File: config.mk
export PLATFORM = sky130hd
export DESIGN_NAME = exec_control
export DESIGN_NICKNAME = d
export VERILOG_FILES = /design/src/rtl/exec_control_pkg.sv /design/src/rtl/exec_control_input_sync.sv /design/src/rtl/exec_control.sv
export SDC_FILE = /design/constraint.sdc
export NUM_CORES = 1
export LEC_CHECK = 0
export ABC_AREA = 1
export BUFFER_PORTS_ARGS = -buffer_cell sky130_fd_sc_hd__buf_2
export CAP_MARGIN = 20
export CORE_UTILIZATION = 50
export DETAILED_ROUTE_END_ITERATION = 7
export GPL_TIMING_DRIVEN = 1
export PLACE_DENSITY = 0.81
export SYNTH_ARGS = -nofsm -noshare
export SYNTH_HDL_FRONTEND = slang
export SYNTH_SLANG_ARGS = --single-unit
File: constraint.sdc
create_clock -name i_clock -period 4.5 [get_ports i_clock]
set_input_delay 0.9 -clock i_clock [delete_from_list [all_inputs] [get_ports i_clock]]
set_output_delay 0.9 -clock i_clock [all_outputs]
set_load 0.01 [all_outputs]
File: src/rtl/exec_control_pkg.sv
// Shared state encoding for the run/step/halt sequencer.
package exec_control_pkg;

  localparam int STATE_W = 3;

  typedef enum logic [STATE_W-1:0] {
    ST_IDLE  = 3'd0,
    ST_RUN   = 3'd1,
    ST_STEP  = 3'd2,
    ST_BREAK = 3'd3,
    ST_HALT  = 3'd4
  } state_e;

endpackage

File: src/rtl/exec_control_input_sync.sv
// Multi-flop synchronizer for an asynchronous board input.
// With EDGE set, the output is a one-cycle pulse on the synchronized rising edge instead of the level.
module exec_control_input_sync #(
  parameter int SYNC_STAGES = 2,
  parameter bit EDGE        = 1'b0
) (
  input  logic i_clock,
  input  logic i_reset,
  input  logic i_async,
  output logic o_sync
);

  logic [SYNC_STAGES-1:0] r_sync;
  logic                   r_dly;
  logic                   w_level;

  always_ff @(posedge i_clock or posedge i_reset) begin
    if (i_reset) begin
      r_sync <= '0;
      r_dly  <= 1'b0;
    end else begin
      r_sync <= {r_sync[SYNC_STAGES-2:0], i_async};
      r_dly  <= r_sync[SYNC_STAGES-1];
    end
  end

  assign w_level = r_sync[SYNC_STAGES-1];
  assign o_sync  = EDGE ? (w_level & ~r_dly) : w_level;

endmodule

File: src/rtl/exec_control.sv
// Run/step/halt sequencer: produces the datapath update enable, handles breakpoint and HALT,
// and counts executed instructions.
module exec_control
  import exec_control_pkg::*;
#(
  parameter int PC_WIDTH    = 6,
  parameter int CNT_WIDTH   = 16,
  parameter int SYNC_STAGES = 2
) (
  input  logic                 i_clock,
  input  logic                 i_reset,
  input  logic                 i_run_sw,
  input  logic                 i_step_btn,
  input  logic                 i_halt_instr,
  input  logic [PC_WIDTH-1:0]  i_pc_value,
  input  logic                 i_bp_enable,
  input  logic [PC_WIDTH-1:0]  i_bp_addr,
  output logic                 o_run,
  output logic [STATE_W-1:0]   o_state,
  output logic                 o_halted,
  output logic                 o_bp_hit,
  output logic [CNT_WIDTH-1:0] o_instr_count
);

  state_e                r_state;
  state_e                w_state_nxt;
  logic                  r_bp_skip;
  logic [CNT_WIDTH-1:0]  r_instr_count;
  logic                  w_run_s;
  logic                  w_step_rise;
  logic                  w_bp_match;
  logic                  w_run;
  logic                  w_set_skip;

  exec_control_input_sync #(.SYNC_STAGES(SYNC_STAGES), .EDGE(1'b0)) u_run_sync (
    .i_clock (i_clock),
    .i_reset (i_reset),
    .i_async (i_run_sw),
    .o_sync  (w_run_s)
  );

  exec_control_input_sync #(.SYNC_STAGES(SYNC_STAGES), .EDGE(1'b1)) u_step_sync (
    .i_clock (i_clock),
    .i_reset (i_reset),
    .i_async (i_step_btn),
    .o_sync  (w_step_rise)
  );

  // bp_skip lets execution leave the breakpointed PC without re-triggering on it
  assign w_bp_match = i_bp_enable & (i_pc_value == i_bp_addr) & ~r_bp_skip;

  always_comb begin
    w_state_nxt = r_state;
    w_run       = 1'b0;
    w_set_skip  = 1'b0;
    case (r_state)
      ST_IDLE: begin
        if (w_run_s)          w_state_nxt = ST_RUN;
        else if (w_step_rise) w_state_nxt = ST_STEP;
      end
      ST_RUN: begin
        w_run = ~i_halt_instr & ~w_bp_match;
        if (i_halt_instr)    w_state_nxt = ST_HALT;
        else if (w_bp_match) w_state_nxt = ST_BREAK;
        else if (~w_run_s)   w_state_nxt = ST_IDLE;
      end
      ST_STEP: begin
        w_run       = ~i_halt_instr;
        w_state_nxt = i_halt_instr ? ST_HALT : ST_IDLE;
      end
      ST_BREAK: begin
        if (w_step_rise) begin
          w_state_nxt = ST_STEP;
          w_set_skip  = 1'b1;
        end else if (~w_run_s) begin
          w_state_nxt = ST_IDLE;
          w_set_skip  = 1'b1;
        end
      end
      ST_HALT: w_state_nxt = ST_HALT;
      default: w_state_nxt = ST_IDLE;
    endcase
  end

  always_ff @(posedge i_clock or posedge i_reset) begin
    if (i_reset) begin
      r_state <= ST_IDLE;
    end else begin
      r_state <= w_state_nxt;
    end
  end

  always_ff @(posedge i_clock or posedge i_reset) begin
    if (i_reset) begin
      r_bp_skip <= 1'b0;
    end else if (w_run) begin
      r_bp_skip <= 1'b0;
    end else if (w_set_skip) begin
      r_bp_skip <= 1'b1;
    end
  end

  always_ff @(posedge i_clock or posedge i_reset) begin
    if (i_reset) begin
      r_instr_count <= '0;
    end else if (w_run && (r_instr_count != '1)) begin
      r_instr_count <= r_instr_count + 1'b1;
    end
  end

  assign o_run         = w_run;
  assign o_state       = r_state;
  assign o_halted      = (r_state == ST_HALT);
  assign o_bp_hit      = (r_state == ST_BREAK);
  assign o_instr_count = r_instr_count;

endmodule

Word level (Yosys, flattened, before mapping)
Cells that the tools add are included.

word-level totals
  input bits = 18
  flip-flop bits (word level) = 25
  logic and storage cells = 39

operators by class
  bitwise gates (word level) = 8
  mux-type cells = 14
  equality and inequality tests = 7
  add/sub/neg operators = 1
  reductions and logical operators = 3

operators by type and width
  cell                     count
  $mux W3                  7
  $add A16 B1 Y16 const B  1
  $ne A16 B16 Y1 const B   1
  $pmux W3 S5              1
  $eq A3 B2 Y1 const B     2
  $eq A6 B6 Y1             1
  $mux W1                  5
  $and A1 B1 Y1            4
  $not A1 Y1               4
  $eq A3 B1 Y1 const B     1
  $eq A3 B3 Y1 const B     1
  $logic_not A3 Y1         1
  $ne A3 B1 Y1 const B     1
  $pmux W1 S2              1
  $reduce_bool A2 Y1       1
  $logic_and A1 B1 Y1      1

Depth between registers and ports, before layout
Gate-level depths: netlist (run 1).

  depth in word-level cells = 7
  mapped depth = 11
  depth with buffers taken out = 10

Hierarchy
Synthesis (run 1) repeated with hierarchy kept, for this count alone.

second synthesis, totals
  cells, all modules = 210
  area, all modules = 1517.7 um^2

modules (own cells, without submodules)
  module                                  cells an instance  instances  area an instance (um^2)  sequential area each (um^2)
  exec_control                            201                1          1375.1                   500.5
  exec_control_input_sync at u_step_sync  6                  1          88.8                     75.1
  exec_control_input_sync at u_run_sync   3                  1          53.8                     50.0

Least setup slack after synthesis (run 1)
OpenSTA, ideal clock, no wires.

  kind = input port to output port
  start point = input port i_pc_value[4]
  end point = output port o_run
  arrival time = 1644 ps
  path slack = 1956 ps
  stages = 8
  path through = nand2_1 -> inv_1 -> nor2_1 -> nor2_1 -> nand3_1 -> nand2_1 -> nand2_2 -> buf_2

between the ends
  cells in the longest elaborated chain, start to end = 6

RTL lines
  what                        RTL line            source
  start: declaration          exec_control.sv:15  input logic [PC_WIDTH-1:0] i_pc_value,
  $eq A6 B6 Y1                exec_control.sv:50  assign w_bp_match = i_bp_enable & (i_pc_value == i_bp_addr) & ~r_bp_skip;
  $and A1 B1 Y1 (2 in a row)  exec_control.sv:50
  $not A1 Y1                  exec_control.sv:62  w_run = ~i_halt_instr & ~w_bp_match;
  $and A1 B1 Y1               exec_control.sv:62
  $pmux W1 S2                 exec_control.sv:56  case (r_state)
  end: declaration            exec_control.sv:18  output logic o_run,

Every way passes these cells.

Worst setup path after layout (run 1)
  start point = input port i_bp_addr[4]
  end point = output port o_run

between the ends
  cells in the longest elaborated chain, start to end = 6

RTL lines
  what                        RTL line            source
  start: declaration          exec_control.sv:17  input logic [PC_WIDTH-1:0] i_bp_addr,
  $eq A6 B6 Y1                exec_control.sv:50
  $and A1 B1 Y1 (2 in a row)  exec_control.sv:50
  $not A1 Y1                  exec_control.sv:62
  $and A1 B1 Y1               exec_control.sv:62
  $pmux W1 S2                 exec_control.sv:56

Every way passes these cells.

==> key figures, run 1 <==
Status
  – Outcome: complete, no violations

Timing
  – Final Setup Violations: 0
  – Final Cycle Share: 63.3%
  – TNS Setup: 0 ns
  – RSZ-0062 raised after global routing: no
  – Fin. Hold Viols: 0
  – Worst slew pin tran: 0.904 ns
  – Max Freq: 351 MHz
  – Max-slew violations: 0
  – Min cycle time layout: 2.85 ns
  – Setup Skew: 0.00241 ns
  – Max-slew headroom: 39.7%

Pwr
  – Peak supply drop: 0.000238 V
  – Leak: 1.00 nW
  – Pwr/cell area: 351 nW/um^2
  – Pwr Total: 0.606 mW

Route
  – Detailed-route wire length per cell: 10.1 um
  – Final WL: 2800 um
  – DRC viols: 0
  – Via count: 1370
  – Detail Route Antenna Nets: 0
  – DR iter-0 viols: 85
  – Drt pass-1 iters: 4
  – Vias per cell: 4.95

Die
  – Row cnt: 19
  – Core Area: 2780 um^2
  – Die area: 3200 um^2
  – Die X-Extent: 56.5 um
  – I/O Pins: 40
  – Die height: 56.5 um
  – Starting density of the core: 53.5%

Finish
  – Antenna Cells: 0
  – Layout Cells excl Fill: 277
  – Syn-to-layout area delta: 16.1%
  – Commonest non-fill, non-tap cell in the layout: nand2_1
  – Final core occ: 62.1%
  – Fraction of layout cells with a size suffix above 1: 19.5%
  – Total Nets Final: 266
  – Commonest cells after routing, fill and taps aside: nand2_1, buf_2, nor2_1

Placement
  – Post-DP HPWL: 2160 um
  – PortBufs: 39
  – GP Congestion: 0.877
  – Dpl cells: 273

Clock network
  – Clock Tree Buf Depth: 2
  – Cts bufs inserted: 3
  – Post-cts sizing count: 0
  – Max H-tree Level: 1
  – Later-pin clock latency in the skew report: 0.32 ns
  – CTS Root Cell: clkbuf_4
  – Clk sinks: 25
  – Hold buffer count at CTS: 0
  – CTS tree: done
  – Post-CTS Setup Bufs: 0
  – Clock slew at reported path FFs: 0.13 ns

Synth
  – Yosys warns: 0
  – Seq cells post-synth: 25
  – Synth cell types: 19
  – Post-Syn Area: 1490 um^2
  – Yosys top cell area share: 42.1%
  – Mean Syn Cell Area: 7.22 um^2
  – Post-Synthesis Cells: 206
  – Top cells by area, synth: dfrtp_1, nand2_1, nand3_1
  – Seq/Total Area, Yosys: 42.1%
  – Post-Syn Nets: 225
  – Synth area leader: dfrtp_1

Setup path
  – Crit. path cell count: 8
  – Critical Path Sink Type: output port
  – CP cell instances: buf_2, nor2_1, nor2_1, nor2_1, nand3_1, nand2_1, nand2_2, buf_2
  – Crit path launch type: input port
  – Crit-path most repeated cell: nor2_1
  – Critical Path Fanout Max: 19
  – CP max stage delay: 0.23 ns
  – Critical-path top delay cell: buf_2
  – Worst path arrival time: 1.95 ns
  – R2R depth: 7
  – Crit Path Class: input port to output port
  – Data required, critical path: 3.60 ns
  – Kind of cell adding the most delay to the critical path: simple AND/OR/NAND/NOR gates
  – Worst path bufs/invs: 2

Worst hold path
  – Hold depth: 0
  – Worst min path class: flip-flop to flip-flop

Global route
  – GRT overflow: 0
  – Largest net degree at the start of global routing: 26
  – GRT Total Usage: 19.3%
  – Initial antenna violation count: 0
  – Vias in the first global route: 1104
  – First-pass GRT wire length: 4790 um

Flow run
  – MaxCap Viol Count: 0
-- cells by family after synthesis --
kind of cell | synth area share, %
AND/OR/NAND/NOR | 38.5
buffers and inverters | 6.98
flip-flops | 42.1
XOR/XNOR | 8.24
AO/OA/AOI/OAI | 3.36
adder cells (fa/ha/maj) | 0.841
-- layer usage --
metal | wire [um] | global-route usage [%] | part of all wire [%] | vias to the layer above
li1 | - | - | - | 722
met1 | 1440 | 28.5 | 51 | 600
met2 | 1160 | 28.2 | 42 | 44
met3 | 163 | 3.23 | 5.8 | 4
met4 | 34 | 7.32 | 1.2 | 0
met5 | 0 | 0 | 0 | -
-- area by class of cell --
| class | instances | area [um^2] |
|---|---|---|
| clock buffer | 3 | 22.5 |
| clock inverter | 1 | 5.00 |
| fill | 258 | 1050 |
| inverter | 22 | 82.6 |
| multi-input combinational | 156 | 758 |
| sequential | 25 | 626 |
| tap | 31 | 38.8 |
| timing repair buffer | 39 | 195 |
-- worst paths after layout --
| check | from | slack (ns) | end |
|---|---|---|---|
| setup / recovery | i_bp_addr[4] | 1.65 | o_run |
| hold / removal | u_run_sync.r_sync[0]$_DFF_PP0_ | 0.36 | u_run_sync.r_sync[1]$_DFF_PP0_ |
| setup reg to reg | o_instr_count[0]$_DFFE_PP0P_ | 2.72 | o_instr_count[8]$_DFFE_PP0P_ |
| hold reg to reg | u_run_sync.r_sync[0]$_DFF_PP0_ | 0.36 | u_run_sync.r_sync[1]$_DFF_PP0_ |
| max in group asynchronous | i_reset | 3.20 | o_instr_count[15]$_DFFE_PP0P_ |
| min in group asynchronous | i_reset | 0.75 | u_step_sync.r_sync[0]$_DFF_PP0_ |
-- flip-flops by register name, indices dropped and copies added (netlist names) --
signal	count
r_bp_skip	1
u_run_sync.r_sync	2
o_instr_count	16
u_step_sync.r_sync	2
u_step_sync.r_dly	1
o_state	3
-- stage by stage --
stage               area [um^2]  hold WS, ns  setup WS (ns)
finish                     1730        0.364           1.65
global route               1730        0.373           1.52
CTS                        1730        0.366           1.65
detailed placement         1700        0.335           1.65
global placement           1700        0.333           1.68
floorplan                  1490        0.331           1.96
-- cells in the mapped netlist (all sizes together) --
| cell | instances |
|---|---|
| xor2 | 6 |
| inv | 22 |
| nor2 | 27 |
| buf | 3 |
| a21oi | 4 |
| nand2 | 73 |
| dfrtp | 25 |
| nor3 | 3 |
| ha | 1 |
| xnor2 | 8 |
| nand4 | 1 |
| o21ai | 6 |
| nand3 | 27 |
-- power by group --
group / internal, mW / switching [mW] / total (mW)
sequential: 0.255 / 0.0327 / 0.288
clock: 0.0333 / 0.0670 / 0.100
combinational: 0.0781 / 0.139 / 0.217
No activity file was read; power rests on OpenSTA's default activity.
==> inputs of run 2 (changes only) <==
--- a/config.mk
+++ b/config.mk
@@ -8,10 +8,10 @@
 export ABC_AREA = 1
 export BUFFER_PORTS_ARGS = -buffer_cell sky130_fd_sc_hd__buf_2
 export CAP_MARGIN = 20
-export CORE_UTILIZATION = 50
+export CORE_UTILIZATION = 47
 export DETAILED_ROUTE_END_ITERATION = 7
 export GPL_TIMING_DRIVEN = 1
-export PLACE_DENSITY = 0.81
+export PLACE_DENSITY = 0.79
 export SYNTH_ARGS = -nofsm -noshare
 export SYNTH_HDL_FRONTEND = slang
 export SYNTH_SLANG_ARGS = --single-unit
==> constraint.sdc (replaced) <==
create_clock -name i_clock -period 2.3 [get_ports i_clock]
set_input_delay 0.46 -clock i_clock [delete_from_list [all_inputs] [get_ports i_clock]]
set_output_delay 0.46 -clock i_clock [all_outputs]
set_load 0.01 [all_outputs]
==> run 2 against run 1 <==
Sequential power grew 97%. Power grew 100%. Clock-buffer cell count grew 1. Final area grew 1.7%. Setup slack lost 1.4 ns. Via count grew 3.6%. Non-clock buffer count grew 2.
==> key figures, run 2 (synthesis results as in run 1) <==
Finish
  – Commonest cells after routing, fill and taps aside: nand2_1, buf_2, nor2_1 (unchanged)
  – Antenna Cells: 0 (unchanged)
  – Final core occ: 58.1% (was 62.1%)
  – Fraction of layout cells with a size suffix above 1: 19.8% (was 19.5%)
  – Max FFs per register: 16 (unchanged)
  – Syn-to-layout area delta: 18.2% (was 16.1%)
  – Total Nets Final: 268 (was 266)
  – Commonest non-fill, non-tap cell in the layout: nand2_1 (unchanged)
  – Filler cell count: 294 (was 258)

Pwr
  – Leak: 1.01 nW (was 1.00 nW)
  – Peak supply drop: 0.000363 V (was 0.000238 V)
  – Pwr Total: 1.21 mW (was 0.606 mW)
  – Pwr/cell area: 690 nW/um^2 (was 351 nW/um^2)

Route
  – Detail Route Antenna Nets: 0 (unchanged)
  – Drt pass-1 iters: 5 (was 4)
  – DR iter-0 viols: 45 (was 85)
  – Final WL: 3020 um (was 2800 um)
  – Vias per cell: 4.86 (was 4.95)
  – Detailed-route wire length per cell: 10.3 um (was 10.1 um)
  – DRC viols: 0 (unchanged)
  – Via count: 1419 (was 1370)

Timing
  – Final Cycle Share: 88.1%
  – Max-slew violations: 0 (unchanged)
  – Worst slew pin tran: 0.448 ns (was 0.904 ns)
  – TNS Setup: 0 ns (unchanged)
  – Worst Slack Setup Final: 0.274 ns (was 1.65 ns)
  – Max Freq: 494 MHz
  – Final hold slack: 0.163 ns (was 0.364 ns)
  – Setup Skew: 0.00794 ns (was 0.00241 ns)
  – Fin. Hold Viols: 0 (unchanged)
  – RSZ-0062 raised after global routing: no (unchanged)
  – Final Setup Violations: 0 (unchanged)
  – Max-slew headroom: 69.9% (was 39.7%)
  – Min cycle time layout: 2.03 ns

Placement
  – Post-DP HPWL: 2290 um (was 2160 um)
  – PortBufs: 39 (unchanged)
  – GP Congestion: 0.956 (was 0.877)
  – Dpl ws: 0.485 ns (was 1.65 ns)

Status
  – Outcome: complete, no violations (unchanged)

Global route
  – Largest net degree at the start of global routing: 26 (unchanged)
  – GRT Total Usage: 19.2% (was 19.3%)
  – Vias in the first global route: 1244 (was 1104)
  – First-pass GRT wire length: 5110 um (was 4790 um)
  – Initial antenna violation count: 0 (unchanged)
  – GRT overflow: 0 (unchanged)

Die
  – Starting density of the core: 49.1% (was 53.5%)
  – I/O Pins: 40 (unchanged)
  – Die area: 3390 um^2 (was 3200 um^2)
  – Row cnt: 20 (was 19)
  – Core Area: 3030 um^2 (was 2780 um^2)
  – Die height: 58.3 um (was 56.5 um)
  – Die X-Extent: 58.3 um (was 56.5 um)

Setup path
  – Worst path arrival time: 1.57 ns (was 1.95 ns)
  – CP max stage delay: 0.45 ns (was 0.23 ns)
  – Crit Path Class: flip-flop to output port (was input port to output port)
  – Data required, critical path: 1.84 ns (was 3.60 ns)
  – Worst path bufs/invs: 2 (unchanged)
  – Critical Path Sink Type: output port (unchanged)
  – Crit path launch type: flip-flop (was input port)
  – CP cell instances: inv_1, nand3_1, nor2_1, nand2_1, nand2_2, buf_2 (was buf_2, nor2_1, nor2_1, nor2_1, nand3_1, nand2_1, nand2_2, buf_2)
  – Kind of cell adding the most delay to the critical path: simple AND/OR/NAND/NOR gates (unchanged)
  – Critical-path top delay cell: dfrtp_1 (was buf_2)
  – Critical Path Fanout Max: 9 (was 19)

Clock network
  – Post-cts sizing count: 0 (unchanged)
  – Clock Tree Buf Depth: 2 (unchanged)
  – CTS Root Cell: clkbuf_4 (unchanged)
  – Cts bufs inserted: 3 (unchanged)
  – Max H-tree Level: 1 (unchanged)
  – Post-CTS Setup Bufs: 0 (unchanged)
  – Later-pin clock latency in the skew report: 0.31 ns (was 0.32 ns)
  – Clk sinks: 25 (unchanged)
  – Clock slew at reported path FFs: 0.14 ns (was 0.13 ns)
  – Hold buffer count at CTS: 0 (unchanged)
  – CTS tree: done (unchanged)

Worst hold path
  – Worst min path class: input port to asynchronous set/reset pin (was flip-flop to flip-flop)

Flow run
  – MaxCap Viol Count: 0 (unchanged)
run 2: cell types whose count changed in the layout (fill, tap and decap cells not counted):
cell | previous run | this run
buf_4 | 0 | 2
clkbuf_1 | 0 | 1
clkinv_2 | 1 | 0
run 2: worst min-delay path, cell delays in order:
cell and delay, ns:
buf_2 0.09, inv_1 0.04, buf_4 0.30
run 2: final cells by class:
type                       instances  area [um^2]  share of cell area (%)
sequential                        25          626                    35.6
inverter                          22         82.6                    4.70
clock buffer                       4         26.3                    1.49
timing repair buffer              41          210                    12.0
multi-input combinational        156          758                    43.1
tap                               44         55.1                    3.13
run 2: worst paths after layout:
kind / slack (ns) / cells past startpoint / endpoint / start
worst max-delay path: 0.27 / 6 / o_run / o_state[2]$_DFFE_PP0P_
worst min register to register: 0.36 / 0 / u_step_sync.r_sync[1]$_DFF_PP0_ / u_step_sync.r_sync[0]$_DFF_PP0_
worst max register to register: 0.46 / 7 / o_instr_count[0]$_DFFE_PP0P_ / o_instr_count[0]$_DFFE_PP0P_
max in group asynchronous: 1.90 / 3 / o_state[0]$_DFFE_PP0P_ / i_reset
min in group i_clock: 0.24 / 1 / u_step_sync.r_sync[0]$_DFF_PP0_ / i_step_btn
worst min-delay path: 0.16 / 3 / o_instr_count[0]$_DFFE_PP0P_ / i_reset
run 2: power breakdown:
part	total, mW	switching [mW]	internal [mW]	leakage [nW]
combinational	0.449	0.286	0.163	0.663
sequential	0.567	0.0674	0.500	0.330
clock	0.196	0.129	0.0678	0.0150
run 2: through the flow:
stage | std cells | cell area [um^2]
after detailed placement | 288 | 1730
after global routing | 292 | 1760
final | 292 | 1760
after global placement | 288 | 1730
after floorplan | 206 | 1490
after CTS | 292 | 1760
run 2: metal layers:
| layer | wire length (um) | vias up | track usage (%) |
|---|---|---|---|
| met3 | 176 | 4 | 2.46 |
| met4 | 28 | 0 | 6.80 |
| met2 | 1320 | 48 | 31.0 |
| li1 | - | 725 | - |
| met5 | 0 | - | 0 |
| met1 | 1490 | 642 | 26.5 |
==> inputs of run 3 (changes only) <==
--- a/config.mk
+++ b/config.mk
@@ -8,6 +8,7 @@
 export ABC_AREA = 1
 export BUFFER_PORTS_ARGS = -buffer_cell sky130_fd_sc_hd__buf_2
 export CAP_MARGIN = 20
+export CORE_ASPECT_RATIO = 2
 export CORE_UTILIZATION = 47
 export DETAILED_ROUTE_END_ITERATION = 7
 export GPL_TIMING_DRIVEN = 1
==> run 3 against run 2 <==
Combinational power is 1% higher. Clock skew decreased by 0.0044 ns. Cell count shrank 4.8%. Hold slack better by 0.050 ns. Wire length rose by 8.3%. Fmax up 8.9%. Sequential share of layout area fell by 0.10 points. First-iteration DRC count rose by 8.9%. Register-to-register slack better by 0.03 ns. Critical path depth unchanged. Sequential power about the same. Core utilization is 1.1 points higher. Largest cell class unchanged. Highest routed layer unchanged.
==> key figures, run 3 (synthesis results as in run 1) <==
Status
  – Outcome: complete, no violations (unchanged)

Finish
  – Antenna Cells: 0 (unchanged)
  – Fraction of layout cells with a size suffix above 1: 20.2% (was 19.8%)
  – Commonest non-fill, non-tap cell in the layout: nand2_1 (unchanged)
  – Max FFs per register: 16 (unchanged)
  – Total Nets Final: 268 (unchanged)
  – Commonest cells after routing, fill and taps aside: nand2_1, buf_2, nor2_1 (unchanged)
  – Syn-to-layout area delta: 18.5% (was 18.2%)

Setup path
  – CP cell instances: inv_1, nand3_1, nor2_1, nand2_1, nand2_2, buf_2 (unchanged)
  – Crit Path Class: flip-flop to output port (unchanged)
  – Critical Path Sink Type: output port (unchanged)
  – Critical Path Source: o_state[2]$_DFFE_PP0P_ (unchanged)
  – CP max stage delay: 0.43 ns (was 0.45 ns)
  – Critical Path Fanout Max: 6 (was 9)
  – Data required, critical path: 1.84 ns (about the same)
  – Critical-path top delay cell: dfrtp_1 (unchanged)
  – FF-to-FF Start: o_instr_count[0]$_DFFE_PP0P_ (unchanged)
  – Worst path arrival time: 1.40 ns (was 1.57 ns)
  – Crit path launch type: flip-flop (unchanged)

Placement
  – GP Congestion: 0.910 (was 0.956)
  – PortBufs: 39 (unchanged)
  – Post-DP HPWL: 2510 um (was 2290 um)

Route
  – Via count: 1430 (was 1419)
  – Final WL: 3270 um (was 3020 um)
  – Vias per cell: 5.14 (was 4.86)
  – DR iter-0 viols: 49 (was 45)
  – Detail Route Antenna Nets: 0 (unchanged)
  – Detailed-route wire length per cell: 11.7 um (was 10.3 um)
  – DRC viols: 0 (unchanged)
  – Drt pass-1 iters: 4 (was 5)

Clock network
  – Later-pin clock latency in the skew report: 0.27 ns (was 0.31 ns)
  – Clk sinks: 25 (unchanged)
  – Clock Tree Buf Depth: 2 (unchanged)
  – Max H-tree Level: 1 (unchanged)
  – Clock slew at reported path FFs: 0.09 ns (was 0.14 ns)
  – CTS tree: done (unchanged)
  – Cts bufs inserted: 3 (unchanged)
  – Post-CTS Setup Bufs: 0 (unchanged)
  – Post-cts sizing count: 0 (unchanged)
  – Hold buffer count at CTS: 0 (unchanged)
  – CTS Root Cell: clkbuf_8 (was clkbuf_4)

Timing
  – Final hold slack: 0.213 ns (was 0.163 ns)
  – Fin. Hold Viols: 0 (unchanged)
  – Final Setup Violations: 0 (unchanged)
  – Max-slew headroom: 76.1% (was 69.9%)
  – TNS Setup: 0 ns (unchanged)
  – Min cycle time layout: 1.86 ns (was 2.03 ns)
  – Final Cycle Share: 80.9% (was 88.1%)
  – Worst slew pin tran: 0.356 ns (was 0.448 ns)
  – Setup Skew: 0.00355 ns (was 0.00794 ns)
  – Max Freq: 538 MHz (was 494 MHz)
  – RSZ-0062 raised after global routing: no (unchanged)
  – Max-slew violations: 0 (unchanged)

Global route
  – Largest net degree at the start of global routing: 26 (unchanged)
  – Vias in the first global route: 1402 (was 1244)
  – Initial antenna violation count: 0 (unchanged)
  – GRT overflow: 0 (unchanged)
  – GRT Total Usage: 21.2% (was 19.2%)
  – First-pass GRT wire length: 5610 um (was 5110 um)

Pwr
  – Peak supply drop: 0.000445 V (was 0.000363 V)
  – Pwr/cell area: 732 nW/um^2 (was 690 nW/um^2)
  – Leak: 1.01 nW (about the same)

Die
  – Core Area: 2980 um^2 (was 3030 um^2)
  – Die X-Extent: 41.8 um (was 58.3 um)
  – Row cnt: 28 (was 20)
  – Starting density of the core: 50.0% (was 49.1%)
  – Die height: 81.6 um (was 58.3 um)
  – Die area: 3410 um^2 (was 3390 um^2)
  – I/O Pins: 40 (unchanged)

Worst hold path
  – Worst min path class: input port to asynchronous set/reset pin (unchanged)

Flow run
  – MaxCap Viol Count: 0 (unchanged)
## run 3: cell count changes in the layout (fill, tap and decap cells not counted), sizes merged
cell      delta
clkbuf       -1
clkinvlp     +1
## run 3: stage by stage
step | cells | power [mW] | cell area (um^2) | setup slack [ns] | util [%]
2_1_floorplan | 206 | 0.881 | 1490 | 0.636 | -
4_1_cts | 278 | 1.31 | 1760 | 0.409 | 59.2
5_1_grt | 278 | 1.39 | 1760 | 0.303 | 59.2
3_3_place_gp | 274 | 1.02 | 1710 | 0.538 | 57.6
3_5_place_dp | 274 | 1.03 | 1710 | 0.509 | 57.6
6_report | 278 | 1.29 | 1760 | 0.440 | 59.2
## run 3: path summary, 6_finish.rpt
check                                             endpoint  slack (ns)  depth (start not counted)
max                                                  o_run        0.44                          6
min                         u_run_sync.r_sync[0]$_DFF_PP0_        0.21                          3
max reg2reg                   o_instr_count[2]$_DFFE_PP0P_        0.49                          7
min reg2reg                u_step_sync.r_sync[1]$_DFF_PP0_        0.35                          0
max in group asynchronous     o_instr_count[7]$_DFFE_PP0P_        1.85                          3
min in group i_clock        u_run_sync.r_sync[0]$_DFF_PP0_        0.28                          1
## run 3: area by class of cell
cell class	instances	area, um^2
clock inverter	1	7.51
sequential	25	626
multi-input combinational	156	758
timing repair buffer	41	210
inverter	22	82.6
fill	298	1210
clock buffer	3	41.3
tap	30	37.5
## run 3: worst max-delay path, delay by kind of cell (launching register included)
| kind | cells | cell delay, ns |
|---|---|---|
| buf+inv | 2 | 0.22 |
| flops | 1 | 0.43 |
| simple gates | 4 | 0.48 |
## run 3: routing by layer
| metal | up-vias | routed length, um | global-route usage, % |
|---|---|---|---|
| met3 | 9 | 123 | 1.76 |
| li1 | 728 | - | - |
| met2 | 39 | 1830 | 43.8 |
| met1 | 654 | 1210 | 19.4 |
| met4 | 0 | 102 | 11.6 |
| met5 | - | 0 | 0 |
## run 3: power breakdown
group | internal (mW) | total [mW] | switching (mW) | leakage, nW
Combinational | 0.164 | 0.454 | 0.290 | 0.663
Sequential | 0.500 | 0.570 | 0.0702 | 0.330
Clock | 0.123 | 0.266 | 0.143 | 0.0217
